[src/rtl/jpeg_enc_pkg.sv]
// Shared JPEG encoder types: colour component and MCU scheduler state encodings,
// plus the fixed 8x8 block length.
package jpeg_enc_pkg;

    localparam int BLK_BEATS = 64;

    typedef enum logic [1:0] {
        COMP_Y  = 2'd0,
        COMP_CB = 2'd1,
        COMP_CR = 2'd2
    } comp_t;

    typedef enum logic [1:0] {
        ST_Y  = 2'd0,
        ST_CB = 2'd1,
        ST_CR = 2'd2
    } sched_state_t;

    // The component tag follows the state one-for-one.
    function automatic comp_t state_comp(sched_state_t s);
        case (s)
            ST_CB:   return COMP_CB;
            ST_CR:   return COMP_CR;
            default: return COMP_Y;
        endcase
    endfunction

endpackage

[src/rtl/axi4_stream_if.sv]
// Minimal AXI4-Stream bundle with master/slave views.
interface axi4_stream_if #(
    parameter int DATA_WIDTH = 8
);
    localparam int KEEP_W = (DATA_WIDTH + 7) / 8;

    logic                  tvalid;
    logic                  tready;
    logic [DATA_WIDTH-1:0] tdata;
    logic [KEEP_W-1:0]     tstrb;
    logic [KEEP_W-1:0]     tkeep;
    logic                  tlast;
    logic                  tuser;

    modport master (output tvalid, tdata, tstrb, tkeep, tlast, tuser, input tready);
    modport slave  (input tvalid, tdata, tstrb, tkeep, tlast, tuser, output tready);

endinterface

[src/rtl/mcu_scheduler.sv]
// Interleaves Y/Cb/Cr 8x8 blocks into one stream for the shared DCT pipeline.
// 4:2:0 support (four Y blocks per MCU) is built only with MCU_SCHED_SUBSAMPLE_EN.
module mcu_scheduler
    import jpeg_enc_pkg::*;
#(
    parameter int DATA_WIDTH = 8,
    parameter int BLK_BEATS  = 64
) (
    input  logic                 clk_i,
    input  logic                 rst_n_i,
    axi4_stream_if.slave         y_i,
    axi4_stream_if.slave         cb_i,
    axi4_stream_if.slave         cr_i,
    axi4_stream_if.master        blk_o,
    output logic [1:0]           comp_o,
    input  logic                 mode_i,
    output logic                 err_o
);
    localparam int                BEAT_W    = $clog2(jpeg_enc_pkg::BLK_BEATS);
    localparam int                KEEP_W    = (DATA_WIDTH + 7) / 8;
    localparam logic [BEAT_W-1:0] LAST_BEAT = BEAT_W'(BLK_BEATS - 1);

    sched_state_t          state_reg, state_next;
    logic [BEAT_W-1:0]     beat_reg;
    logic                  err_reg;
    logic                  sel_valid, sel_last, xfer, last_beat, first_y;
    logic [DATA_WIDTH-1:0] sel_data;
    logic                  unused_in;

`ifdef MCU_SCHED_SUBSAMPLE_EN
    logic [1:0] y_blk_cnt_reg;
    logic       mode_q_reg;
    logic       y_done;

    assign first_y   = (state_reg == ST_Y) && (y_blk_cnt_reg == 2'd0);
    assign y_done    = !mode_q_reg || (y_blk_cnt_reg == 2'd3);
    assign unused_in = ^{y_i.tstrb, y_i.tkeep, cb_i.tstrb, cb_i.tkeep, cb_i.tuser,
                         cr_i.tstrb, cr_i.tkeep, cr_i.tuser};
`else
    assign first_y   = (state_reg == ST_Y);
    assign unused_in = ^{y_i.tstrb, y_i.tkeep, cb_i.tstrb, cb_i.tkeep, cb_i.tuser,
                         cr_i.tstrb, cr_i.tkeep, cr_i.tuser, mode_i};
`endif

    assign last_beat = (beat_reg == LAST_BEAT);
    assign comp_o    = state_comp(state_reg);
    assign err_o     = err_reg;

    // Zero-latency mux; reset gates every valid/ready so nothing moves while held.
    always_comb begin
        sel_valid   = 1'b0;
        sel_data    = '0;
        sel_last    = 1'b0;
        state_next  = state_reg;
        unique case (state_reg)
            ST_Y:    begin sel_valid = y_i.tvalid;  sel_data = y_i.tdata;  sel_last = y_i.tlast;  end
            ST_CB:   begin sel_valid = cb_i.tvalid; sel_data = cb_i.tdata; sel_last = cb_i.tlast; end
            ST_CR:   begin sel_valid = cr_i.tvalid; sel_data = cr_i.tdata; sel_last = cr_i.tlast; end
            default: ;
        endcase

        blk_o.tvalid = sel_valid & rst_n_i;
        blk_o.tdata  = sel_data;
        blk_o.tlast  = last_beat;
        blk_o.tuser  = first_y && (beat_reg == '0) && y_i.tuser;
        blk_o.tstrb  = {KEEP_W{1'b1}};
        blk_o.tkeep  = {KEEP_W{1'b1}};
        y_i.tready   = rst_n_i & blk_o.tready & (state_reg == ST_Y);
        cb_i.tready  = rst_n_i & blk_o.tready & (state_reg == ST_CB);
        cr_i.tready  = rst_n_i & blk_o.tready & (state_reg == ST_CR);
        xfer         = sel_valid & blk_o.tready & rst_n_i;

        if (xfer && last_beat) begin
            unique case (state_reg)
`ifdef MCU_SCHED_SUBSAMPLE_EN
                ST_Y:    state_next = y_done ? ST_CB : ST_Y;
`else
                ST_Y:    state_next = ST_CB;
`endif
                ST_CB:   state_next = ST_CR;
                ST_CR:   state_next = ST_Y;
                default: state_next = ST_Y;
            endcase
        end
    end

    always_ff @(posedge clk_i or negedge rst_n_i) begin
        if (!rst_n_i) state_reg <= ST_Y;
        else          state_reg <= state_next;
    end

    // Beat counter wraps naturally at 64; framing errors are flagged but never stall.
    always_ff @(posedge clk_i or negedge rst_n_i) begin
        if (!rst_n_i) begin
            beat_reg <= '0;
            err_reg  <= 1'b0;
        end else if (xfer) begin
            beat_reg <= beat_reg + 1'b1;
            if (sel_last != last_beat) err_reg <= 1'b1;
        end
    end

`ifdef MCU_SCHED_SUBSAMPLE_EN
    // Mode is frozen at the first beat of each MCU so a block group is never mixed.
    always_ff @(posedge clk_i or negedge rst_n_i) begin
        if (!rst_n_i) begin
            y_blk_cnt_reg <= 2'd0;
            mode_q_reg    <= 1'b0;
        end else if (xfer) begin
            if (first_y && (beat_reg == '0)) mode_q_reg <= mode_i;
            if ((state_reg == ST_Y) && last_beat)
                y_blk_cnt_reg <= y_done ? 2'd0 : y_blk_cnt_reg + 2'd1;
        end
    end
`endif

endmodule

[src/flat_wrapper.sv]
// flat-port wrapper written by rule: the top's interface ports become plain ports
module mcu_scheduler_flat import jpeg_enc_pkg::*;
#(
    parameter int DATA_WIDTH = 8,
    parameter int BLK_BEATS  = 64
)
  (clk_i, rst_n_i, comp_o, mode_i, err_o, y_i_tvalid, y_i_tdata, y_i_tstrb, y_i_tkeep, y_i_tlast, y_i_tuser, y_i_tready, cb_i_tvalid, cb_i_tdata, cb_i_tstrb, cb_i_tkeep, cb_i_tlast, cb_i_tuser, cb_i_tready, cr_i_tvalid, cr_i_tdata, cr_i_tstrb, cr_i_tkeep, cr_i_tlast, cr_i_tuser, cr_i_tready, blk_o_tvalid, blk_o_tdata, blk_o_tstrb, blk_o_tkeep, blk_o_tlast, blk_o_tuser, blk_o_tready);
  axi4_stream_if #(.DATA_WIDTH(DATA_WIDTH)) y_i_i ();
  axi4_stream_if #(.DATA_WIDTH(DATA_WIDTH)) cb_i_i ();
  axi4_stream_if #(.DATA_WIDTH(DATA_WIDTH)) cr_i_i ();
  axi4_stream_if #(.DATA_WIDTH(DATA_WIDTH)) blk_o_i ();
  input  logic clk_i;
  input  logic rst_n_i;
  output logic [1:0] comp_o;
  input  logic mode_i;
  output logic err_o;
  input wire logic [$bits(y_i_i.tvalid)-1:0] y_i_tvalid;
  input wire logic [$bits(y_i_i.tdata)-1:0] y_i_tdata;
  input wire logic [$bits(y_i_i.tstrb)-1:0] y_i_tstrb;
  input wire logic [$bits(y_i_i.tkeep)-1:0] y_i_tkeep;
  input wire logic [$bits(y_i_i.tlast)-1:0] y_i_tlast;
  input wire logic [$bits(y_i_i.tuser)-1:0] y_i_tuser;
  output wire logic [$bits(y_i_i.tready)-1:0] y_i_tready;
  input wire logic [$bits(cb_i_i.tvalid)-1:0] cb_i_tvalid;
  input wire logic [$bits(cb_i_i.tdata)-1:0] cb_i_tdata;
  input wire logic [$bits(cb_i_i.tstrb)-1:0] cb_i_tstrb;
  input wire logic [$bits(cb_i_i.tkeep)-1:0] cb_i_tkeep;
  input wire logic [$bits(cb_i_i.tlast)-1:0] cb_i_tlast;
  input wire logic [$bits(cb_i_i.tuser)-1:0] cb_i_tuser;
  output wire logic [$bits(cb_i_i.tready)-1:0] cb_i_tready;
  input wire logic [$bits(cr_i_i.tvalid)-1:0] cr_i_tvalid;
  input wire logic [$bits(cr_i_i.tdata)-1:0] cr_i_tdata;
  input wire logic [$bits(cr_i_i.tstrb)-1:0] cr_i_tstrb;
  input wire logic [$bits(cr_i_i.tkeep)-1:0] cr_i_tkeep;
  input wire logic [$bits(cr_i_i.tlast)-1:0] cr_i_tlast;
  input wire logic [$bits(cr_i_i.tuser)-1:0] cr_i_tuser;
  output wire logic [$bits(cr_i_i.tready)-1:0] cr_i_tready;
  output wire logic [$bits(blk_o_i.tvalid)-1:0] blk_o_tvalid;
  output wire logic [$bits(blk_o_i.tdata)-1:0] blk_o_tdata;
  output wire logic [$bits(blk_o_i.tstrb)-1:0] blk_o_tstrb;
  output wire logic [$bits(blk_o_i.tkeep)-1:0] blk_o_tkeep;
  output wire logic [$bits(blk_o_i.tlast)-1:0] blk_o_tlast;
  output wire logic [$bits(blk_o_i.tuser)-1:0] blk_o_tuser;
  input wire logic [$bits(blk_o_i.tready)-1:0] blk_o_tready;
  assign y_i_i.tvalid = y_i_tvalid;
  assign y_i_i.tdata = y_i_tdata;
  assign y_i_i.tstrb = y_i_tstrb;
  assign y_i_i.tkeep = y_i_tkeep;
  assign y_i_i.tlast = y_i_tlast;
  assign y_i_i.tuser = y_i_tuser;
  assign y_i_tready = y_i_i.tready;
  assign cb_i_i.tvalid = cb_i_tvalid;
  assign cb_i_i.tdata = cb_i_tdata;
  assign cb_i_i.tstrb = cb_i_tstrb;
  assign cb_i_i.tkeep = cb_i_tkeep;
  assign cb_i_i.tlast = cb_i_tlast;
  assign cb_i_i.tuser = cb_i_tuser;
  assign cb_i_tready = cb_i_i.tready;
  assign cr_i_i.tvalid = cr_i_tvalid;
  assign cr_i_i.tdata = cr_i_tdata;
  assign cr_i_i.tstrb = cr_i_tstrb;
  assign cr_i_i.tkeep = cr_i_tkeep;
  assign cr_i_i.tlast = cr_i_tlast;
  assign cr_i_i.tuser = cr_i_tuser;
  assign cr_i_tready = cr_i_i.tready;
  assign blk_o_tvalid = blk_o_i.tvalid;
  assign blk_o_tdata = blk_o_i.tdata;
  assign blk_o_tstrb = blk_o_i.tstrb;
  assign blk_o_tkeep = blk_o_i.tkeep;
  assign blk_o_tlast = blk_o_i.tlast;
  assign blk_o_tuser = blk_o_i.tuser;
  assign blk_o_i.tready = blk_o_tready;
  mcu_scheduler #(.DATA_WIDTH(DATA_WIDTH), .BLK_BEATS(BLK_BEATS)) u_core (.clk_i(clk_i), .rst_n_i(rst_n_i), .y_i(y_i_i), .cb_i(cb_i_i), .cr_i(cr_i_i), .blk_o(blk_o_i), .comp_o(comp_o), .mode_i(mode_i), .err_o(err_o));
endmodule
[config.mk]
export PLATFORM = sky130hd
export DESIGN_NAME = mcu_scheduler_flat
export DESIGN_NICKNAME = d
export VERILOG_FILES = /design/src/rtl/jpeg_enc_pkg.sv /design/src/rtl/axi4_stream_if.sv /design/src/rtl/mcu_scheduler.sv /design/src/flat_wrapper.sv
export SDC_FILE = /design/constraint.sdc
export NUM_CORES = 1
export LEC_CHECK = 0
export CORE_AREA = 2 2 39 41
export CTS_BUF_LIST = sky130_fd_sc_hd__clkbuf_8
export CTS_CLUSTER_SIZE = 12
export DETAILED_ROUTE_END_ITERATION = 10
export DIE_AREA = 0 0 41 43
export DONT_BUFFER_PORTS = 1
export PLACE_DENSITY_LB_ADDON = 0.08
export SETUP_SLACK_MARGIN = 0.4
export SYNTH_ARGS = -nofsm -noshare
export SYNTH_HDL_FRONTEND = slang
export SYNTH_SLANG_ARGS = --single-unit
[constraint.sdc]
create_clock -name clk_i -period 1.8 [get_ports clk_i]
set_clock_uncertainty 0.2 [all_clocks]
set_input_delay 0.09 -clock clk_i [delete_from_list [all_inputs] [get_ports clk_i]]
set_output_delay 0.09 -clock clk_i [all_outputs]
set_load 0.03 [all_outputs]
==> results.cfg, run 1 <==
[critical_path]
rr_worst_depth = 5
path_class = flop to output port
critPathBufInv = 2
crit_family = flip-flops
cp_slowest_cell = dfrtp_2
worstReg2RegStart = u_core.state_reg[0]$_DFFE_PN0P_
r2r-end = u_core.state_reg[1]$_DFFE_PN0P_
critical_path.startpoint_type = flop
crit_path_max_fanout = 4
cp-startpoint = u_core.state_reg[0]$_DFFE_PN0P_
timing.critical_path.cells = buf_12 > nor2b_4 > nand2_1 > o21ai_0 > and2_1 > buf_4
reg2reg_slack_ns = 0.03
cp_data_required_time_ns = 1.51
worst_ep_arrival_time_ns = 1.54
cpPeakStageDelay_ns = 0.46
worst_setup_path_end_kind = output port

[sta]
rsz0062_at_grt = true
fmax_ghz = 0.548
min_period_ns = 1.83
setup-violations-final = 1
setup_slack_ns = -0.0259
post-route-period-util_pct = 101
whs_ns = 0.0447
hold_viol_final = 0
slew_violations = 0

[run]
max-cap-violations = 0

[layout]
multi_input_area_um2 = 682
instances_no_fill = 127
largest_reg_flops = 6
nets = 157
regArea_um2 = 229
syn_to_final_growth_pct = 75.6
nFillCells = 44
final_util_pct = 94.3
num_antenna_cells = 0
final_area_um2 = 1310
drive_gt1_share_pct = 60.4

[synthesis]
synth_top_area_cell = dfrtp_1
yosys-top-cells-area = dfrtp_1 (30%), mux2i_1 (12%), xnor2_1 (7.1%)
synth.avg_cell_area_um2 = 8.85
synth_ff_type = dfrtp_1
synth_simple_gate_area_share_pct = 20.5
synthAdderAreaFrac_pct = 3.37
synth_xor_area_share_pct = 8.25
synth_compound_area_share_pct = 12.6
synth_mux_area_share_pct = 16.0
synth.top_cells.by_count = nand2_1 (13), o21ai_0 (10), dfrtp_1 (9), mux2i_1 (9), xnor2_1 (6)
yosysUniqueCellTypes = 29
synth_top_area_share_pct = 30.3
seq_area_frac_synth_pct = 30.3
syn_area_um2 = 743
yosysMostFrequentCell = nand2_1
synth_top_family_by_area = simple AND/OR/NAND/NOR gates
synth-warning-count = 0
syn_inst = 84
ys_ff_latch = 9
synth_edf_count = 0
synth-async-reset-ratio_pct = 100

[placement]
gp_congestion = 0.737
io_buffers = 0
dp_hpwl_mm = 1.17
place_area_um2 = 855
dp_cells = 102

[clock_tree]
numCtsBuffers = 3
clk_path_buf_depth = 2
cts_htree_levels = 1
clk_pin_slew_ns = 0.05
cts_sinks = 9
clk_latency_ns = 0.24
cts_tree = done
cts_root_buf = clkbuf_8

[detailed_routing]
drc = 0
dr_total_vias = 786
dr.pass1.iters = 4
antenna_left = 0
drt_iter0_markers = 18
routed_via_density = 6.19
wirelength_mm = 2.92
wl_per_cell_um = 23.0

[power]
powerDensity_nw_per_um2 = 885
power_leakage_nw = 0.515
vdd.ir_drop.worst_uv = 877

[global_routing]
grt_pass1_wl_mm = 3.14
overflow = 0
track_usage_pct = 26.8
antenna_found_initial = 0
grt_max_degree = 11
grt_pass1_vias = 677

[floorplan]
start_util_pct = 53.7
core-area_um2 = 1380
fp.dieH_um = 43
dieWidth_um = 41
rows = 14
io_pins = 62
die_area_um2 = 1760

[outcome]
violations = negative setup slack
status = finished, violations left

[worst_hold_path]
min_path_type = input pin to async pin
==> what timing repair did <==
action | CTS | global route
endpoints found under the hold margin | 9 | 0
hold buffers | 1 | 0
buffers inserted | 13 | 7
gates resized for setup | 26 | 20
endpoints found under the setup margin | 25 | 25
pin swaps | 7 | 4
==> report_power, final <==
| part | total (mW) | internal (mW) | switching, mW |
|---|---|---|---|
| combinational | 0.594 | 0.313 | 0.281 |
| clock | 0.242 | 0.150 | 0.0918 |
| sequential | 0.319 | 0.261 | 0.0581 |
==> metal layers <==
layer,vias up,global-route usage [%],share of wire [%]
met1,377,28.2,35
met5,-,0,0
met3,14,3.14,7.9
li1,340,-,-
met2,55,50.3,53
met4,0,8.00,4.2
==> stage by stage <==
step | total power, mW | setup slack, ns | TNS, ns
after global routing | 1.19 | -0.0875 | -0.0875
after CTS | 0.959 | 0.0865 | 0
after global placement | 0.548 | 0.117 | 0
final | 1.15 | -0.0259 | -0.0259
after detailed placement | 0.555 | 0.100 | 0
after floorplan | 0.499 | 0.106 | 0
==> cells by family after synthesis <==
group | Yosys count
other | 1
AND/OR/NAND/NOR | 29
flip-flops | 9
AO/OA/AOI/OAI | 13
XOR/XNOR | 7
buffers and inverters | 12
adder cells (fa/ha/maj) | 2
multiplexers | 11
==> how the worst max path moves through the flow <==
stage	slack (ns)	depth (start not counted)	to
CTS	0.09	4	blk_o_tvalid
detailed placement	0.10	4	u_core.state_reg[1]$_DFFE_PN0P_
floorplan	0.11	5	u_core.state_reg[1]$_DFFE_PN0P_
global route	-0.09	6	blk_o_tvalid
global placement	0.12	4	u_core.state_reg[1]$_DFFE_PN0P_
finish	-0.03	6	blk_o_tvalid
==> cell usage in the layout, fill, tap and decap left out, drive strengths merged, types with 2 or more instances in the layout <==
cell,instances
ha,2
and3,3
inv,4
conb,2
buf,29
nand2,14
clkbuf,3
dfrtp,9
nor3,2
nor2b,2
o21ai,10
nand4,3
xnor2,6
mux2i,10
==> area by class of cell <==
| type | count | share of cell area, % |
|---|---|---|
| multi-input combinational | 64 | 52.3 |
| inverter | 4 | 1.44 |
| sequential | 9 | 17.5 |
| clock buffer | 3 | 3.16 |
| tap | 16 | 1.53 |
| clock inverter | 1 | 0.288 |
| timing repair buffer | 30 | 23.8 |
Note: power is estimated with default switching activity, not from simulation.
==> inputs of run 2 (changes only) <==
- CTS_CLUSTER_SIZE: 12 -> default
- HOLD_SLACK_MARGIN: default -> 0.15
- SKIP_CTS_REPAIR_TIMING: default -> 1
==> results.cfg, run 2 (same netlist as run 1, synthesis figures left out) <==
[clock_tree]
numCtsBuffers = 3
clk_latency_ns = 0.24
cts_sinks = 9
cts_htree_levels = 1
cts_tree = done
clk_path_buf_depth = 2
cts_root_buf = clkbuf_8
clk_pin_slew_ns = 0.05

[floorplan]
die_area_um2 = 1760
dieWidth_um = 41
io_pins = 62
core-area_um2 = 1380
fp.dieH_um = 43
rows = 14
start_util_pct = 53.7

[layout]
drive_gt1_share_pct = 51.4
final_area_um2 = 1260
final_common_cell = buf_4
nets = 157
syn_to_final_growth_pct = 69.0
layout_common_cells = buf_4 (16), nand2_1 (12), mux2i_1 (8)
num_antenna_cells = 0
largest_reg_flops = 6
nFillCells = 57

[sta]
fmax_ghz = 0.553
setup-violations-final = 1
slew_violations = 0
post-route-period-util_pct = 101
min_period_ns = 1.81
hold_viol_final = 0
rsz0062_at_grt = true
setup_slack_ns = -0.00914

[detailed_routing]
wirelength_mm = 2.75
wl_per_cell_um = 21.6
dr.pass1.iters = 4
drc = 0
antenna_left = 0
routed_via_density = 6.14
dr_total_vias = 780
drt_iter0_markers = 25

[critical_path]
path_class = flop to flop
worst_ep_arrival_time_ns = 1.75
worst_setup_path_end_kind = flop
critical_path.startpoint_type = flop
crit_path_max_fanout = 7
cp_data_required_time_ns = 1.74

[outcome]
violations = negative setup slack
status = finished, violations left

[placement]
gp_congestion = 0.737
place_area_um2 = 855
place_ws_ns = 0.100
dp_hpwl_mm = 1.17
io_buffers = 0

[power]
powerDensity_nw_per_um2 = 890
vdd.ir_drop.worst_uv = 793
power_mw = 1.12
power_leakage_nw = 0.504

[global_routing]
overflow = 0
grt_max_degree = 15
antenna_found_initial = 0
grt_pass1_vias = 542
track_usage_pct = 19.7
grt_pass1_wl_mm = 2.36

[run]
max-cap-violations = 0

[worst_hold_path]
min_path_type = input pin to output port
-- run 2: cell count changes in the layout (fill, tap and decap cells not counted), sizes merged --
cell	delta
inv	+1
dlygate4sd3	+5
buf	-5
clkinvlp	-1
-- run 2: worst paths after layout --
kind,start,endpoint,slack (ns),depth (start not counted)
max,u_core.state_reg[0]$_DFFE_PN0P_,u_core.beat_reg[5]$_DFFE_PN0P_,-0.009,4
max reg2reg,u_core.state_reg[0]$_DFFE_PN0P_,u_core.beat_reg[5]$_DFFE_PN0P_,-0.009,4
min,cr_i_tdata[4],blk_o_tdata[4],0.16,2
min in group asynchronous,rst_n_i,u_core.beat_reg[2]$_DFFE_PN0P_,0.58,2
min reg2reg,u_core.beat_reg[3]$_DFFE_PN0P_,u_core.beat_reg[3]$_DFFE_PN0P_,0.37,1
max in group asynchronous,rst_n_i,u_core.state_reg[1]$_DFFE_PN0P_,0.48,2
-- run 2: area by class of cell --
class                           count  area (um^2)  area share (%)
Multi-Input combinational cell     64          652            51.9
Timing Repair Buffer               30          297            23.6
Sequential cell                     9          228            18.1
Clock buffer                        3         41.3            3.29
Tap cell                           16         20.0            1.59
Inverter                            4         15.0            1.20
Clock inverter                      1         3.75           0.299
-- run 2: worst max-delay path, cell delays in order, from the launching register on --
cell     delay, ns
dfrtp_2       0.47
mux2i_4       0.22
o32ai_4       0.38
nand4_1       0.18
xnor2_1       0.25
-- run 2: report_power, final --
part           total, mW  internal (mW)  switching [mW]
registers          0.328          0.259          0.0684
clock network      0.241          0.150          0.0911
logic              0.550          0.296           0.254
-- run 2: layer usage --
metal,up-vias,global-route usage (%),share of wire [%]
met5,-,0,0
met4,0,12.7,5.1
met3,16,3.14,7.5
met2,50,29.7,57
met1,372,24.9,31
li1,342,-,-
-- run 2: stage by stage --
| step | util [%] | cells | hold slack [ns] | setup TNS [ns] |
|---|---|---|---|---|
| 5_1_grt | 90.8 | 127 | 0.166 | -0.126 |
| 6_report | 90.8 | 127 | 0.158 | -0.00914 |
| 2_1_floorplan | - | 85 | -0.406 | 0 |
| 4_1_cts | 65.0 | 106 | -0.654 | -0.218 |
| 3_5_place_dp | 61.8 | 102 | -0.405 | 0 |
| 3_3_place_gp | 61.8 | 102 | -0.405 | 0 |
==> inputs of run 3 (changes only) <==
- GPL_TIMING_DRIVEN: default -> 0
==> results.cfg, run 3 (same netlist as run 1, synthesis figures left out) <==
[outcome]
status = finished, violations left
violations = negative setup slack

[floorplan]
fp.dieH_um = 43
io_pins = 62
die_area_um2 = 1760
start_util_pct = 53.7
rows = 14
dieWidth_um = 41
core-area_um2 = 1380

[critical_path]
reg2reg_slack_ns = -0.02
worstReg2RegStart = u_core.state_reg[0]$_DFFE_PN0P_
timing.critical_path.cells = buf_6 > mux2i_2 > o32ai_4 > buf_12 > nand2_2 > mux2_4
cp-startpoint = u_core.state_reg[0]$_DFFE_PN0P_
r2r-end = u_core.state_reg[1]$_DFFE_PN0P_
rr_worst_depth = 6
cp_slowest_cell = dfrtp_1
worst_setup_path_end_kind = flop
path_class = flop to flop
crit_path_max_fanout = 9
crit_end = u_core.state_reg[1]$_DFFE_PN0P_
worst_ep_arrival_time_ns = 1.73
critical_path.startpoint_type = flop
cp_data_required_time_ns = 1.71
cpPeakStageDelay_ns = 0.37

[power]
seq_power_share_pct = 38.0
power_mw = 0.915
pwr-share-comb_pct = 37.0
vdd.ir_drop.worst_uv = 824
power_leakage_nw = 0.470
power_switching_mw = 0.319
swShare_pct = 34.9
power_frac_clock_pct = 24.9
powerDensity_nw_per_um2 = 785
p_int_mw = 0.596

[layout]
syn_to_final_growth_pct = 56.7
nFillCells = 83
final_common_cell = nand2_1
num_antenna_cells = 0
drive_gt1_share_pct = 49.1
nets = 152
layout_common_cells = nand2_1 (12), buf_4 (9), dfrtp_1 (8)
largest_reg_flops = 6

[sta]
hold_viol_final = 0
post-route-period-util_pct = 101
min_period_ns = 1.82
slew_violations = 0
fmax_ghz = 0.550
whs_ns = 0.0679
setup-violations-final = 1
rsz0062_at_grt = true
setup_slack_ns = -0.0177
fin_tns_setup_ns = -0.0177

[detailed_routing]
drc = 0
wirelength_mm = 1.91
antenna_left = 0
dr_total_vias = 694
routed_via_density = 5.69
dr.pass1.iters = 4
wl_per_cell_um = 15.6
drt_iter0_markers = 5

[clock_tree]
clk_latency_ns = 0.23
cts_tree = done
cts_htree_levels = 1
clk_pin_slew_ns = 0.05
cts_root_buf = clkbuf_8
numCtsBuffers = 3
clk_path_buf_depth = 2
cts_sinks = 9

[global_routing]
antenna_found_initial = 0
grt_pass1_vias = 501
grt_max_degree = 14
track_usage_pct = 18.1
grt_pass1_wl_mm = 2.17
overflow = 0

[placement]
dp_hpwl_mm = 1.14
io_buffers = 0
gp_congestion = 0.720

[run]
max-cap-violations = 0

[worst_hold_path]
min_path_type = input pin to flop
run 3: per-layer routing:
metal	wire length, um	global-route usage, %	part of all wire (%)
met2	1060	27.8	55
met4	15	10.0	0.79
met5	0	0	0
met3	125	3.14	6.5
met1	710	23.0	37
run 3: worst max-delay path: cells and delay by family (launching register included):
family / cells / cell delay [ns]
compound gates: 1 / 0.32
buf+inv: 2 / 0.30
flops: 1 / 0.37
mux: 2 / 0.46
simple gates: 1 / 0.05
run 3: worst min path at each step:
stage,startpoint,end,depth (start not counted)
6_report,cr_i_tvalid,u_core.beat_reg[1]$_DFFE_PN0P_,4
5_1_grt,cr_i_tvalid,u_core.beat_reg[1]$_DFFE_PN0P_,4
4_1_cts,rst_n_i,u_core.state_reg[1]$_DFFE_PN0P_,0
3_5_place_dp,rst_n_i,u_core.beat_reg[0]$_DFFE_PN0P_,0
3_3_place_gp,rst_n_i,u_core.beat_reg[0]$_DFFE_PN0P_,0
2_1_floorplan,rst_n_i,u_core.beat_reg[0]$_DFFE_PN0P_,0
run 3: power by group through the flow:
stage / Clock, mW / Combinational (mW) / Sequential [mW]
finish: 0.228 / 0.339 / 0.348
floorplan: 0 / 0.181 / 0.318
global route: 0.245 / 0.363 / 0.351
global placement: 0 / 0.196 / 0.336
CTS: 0.234 / 0.200 / 0.335
detailed placement: 0 / 0.200 / 0.336
run 3: final cells by class:
cell class / instances / area, um^2 / share of cell area (%)
Buffer: 8 / 105 / 9.02
Clock buffer: 3 / 41.3 / 3.54
Clock inverter: 1 / 3.75 / 0.322
Inverter: 4 / 15.0 / 1.29
Multi-Input combinational cell: 64 / 598 / 51.3
Sequential cell: 9 / 226 / 19.4
Tap cell: 16 / 20.0 / 1.72
Timing Repair Buffer: 17 / 155 / 13.3
run 3: metrics by stage:
stage                     setup WS (ns)  instance area [um^2]  util [%]  cells
final                           -0.0177                  1160      84.2    122
after detailed placement        -0.0156                   861      62.2    101
after global routing            -0.0573                  1160      84.2    122
after floorplan                   0.106                   841         -     85
after global placement         -0.00109                   861      62.2    101
after CTS                        -0.163                   906      65.5    105
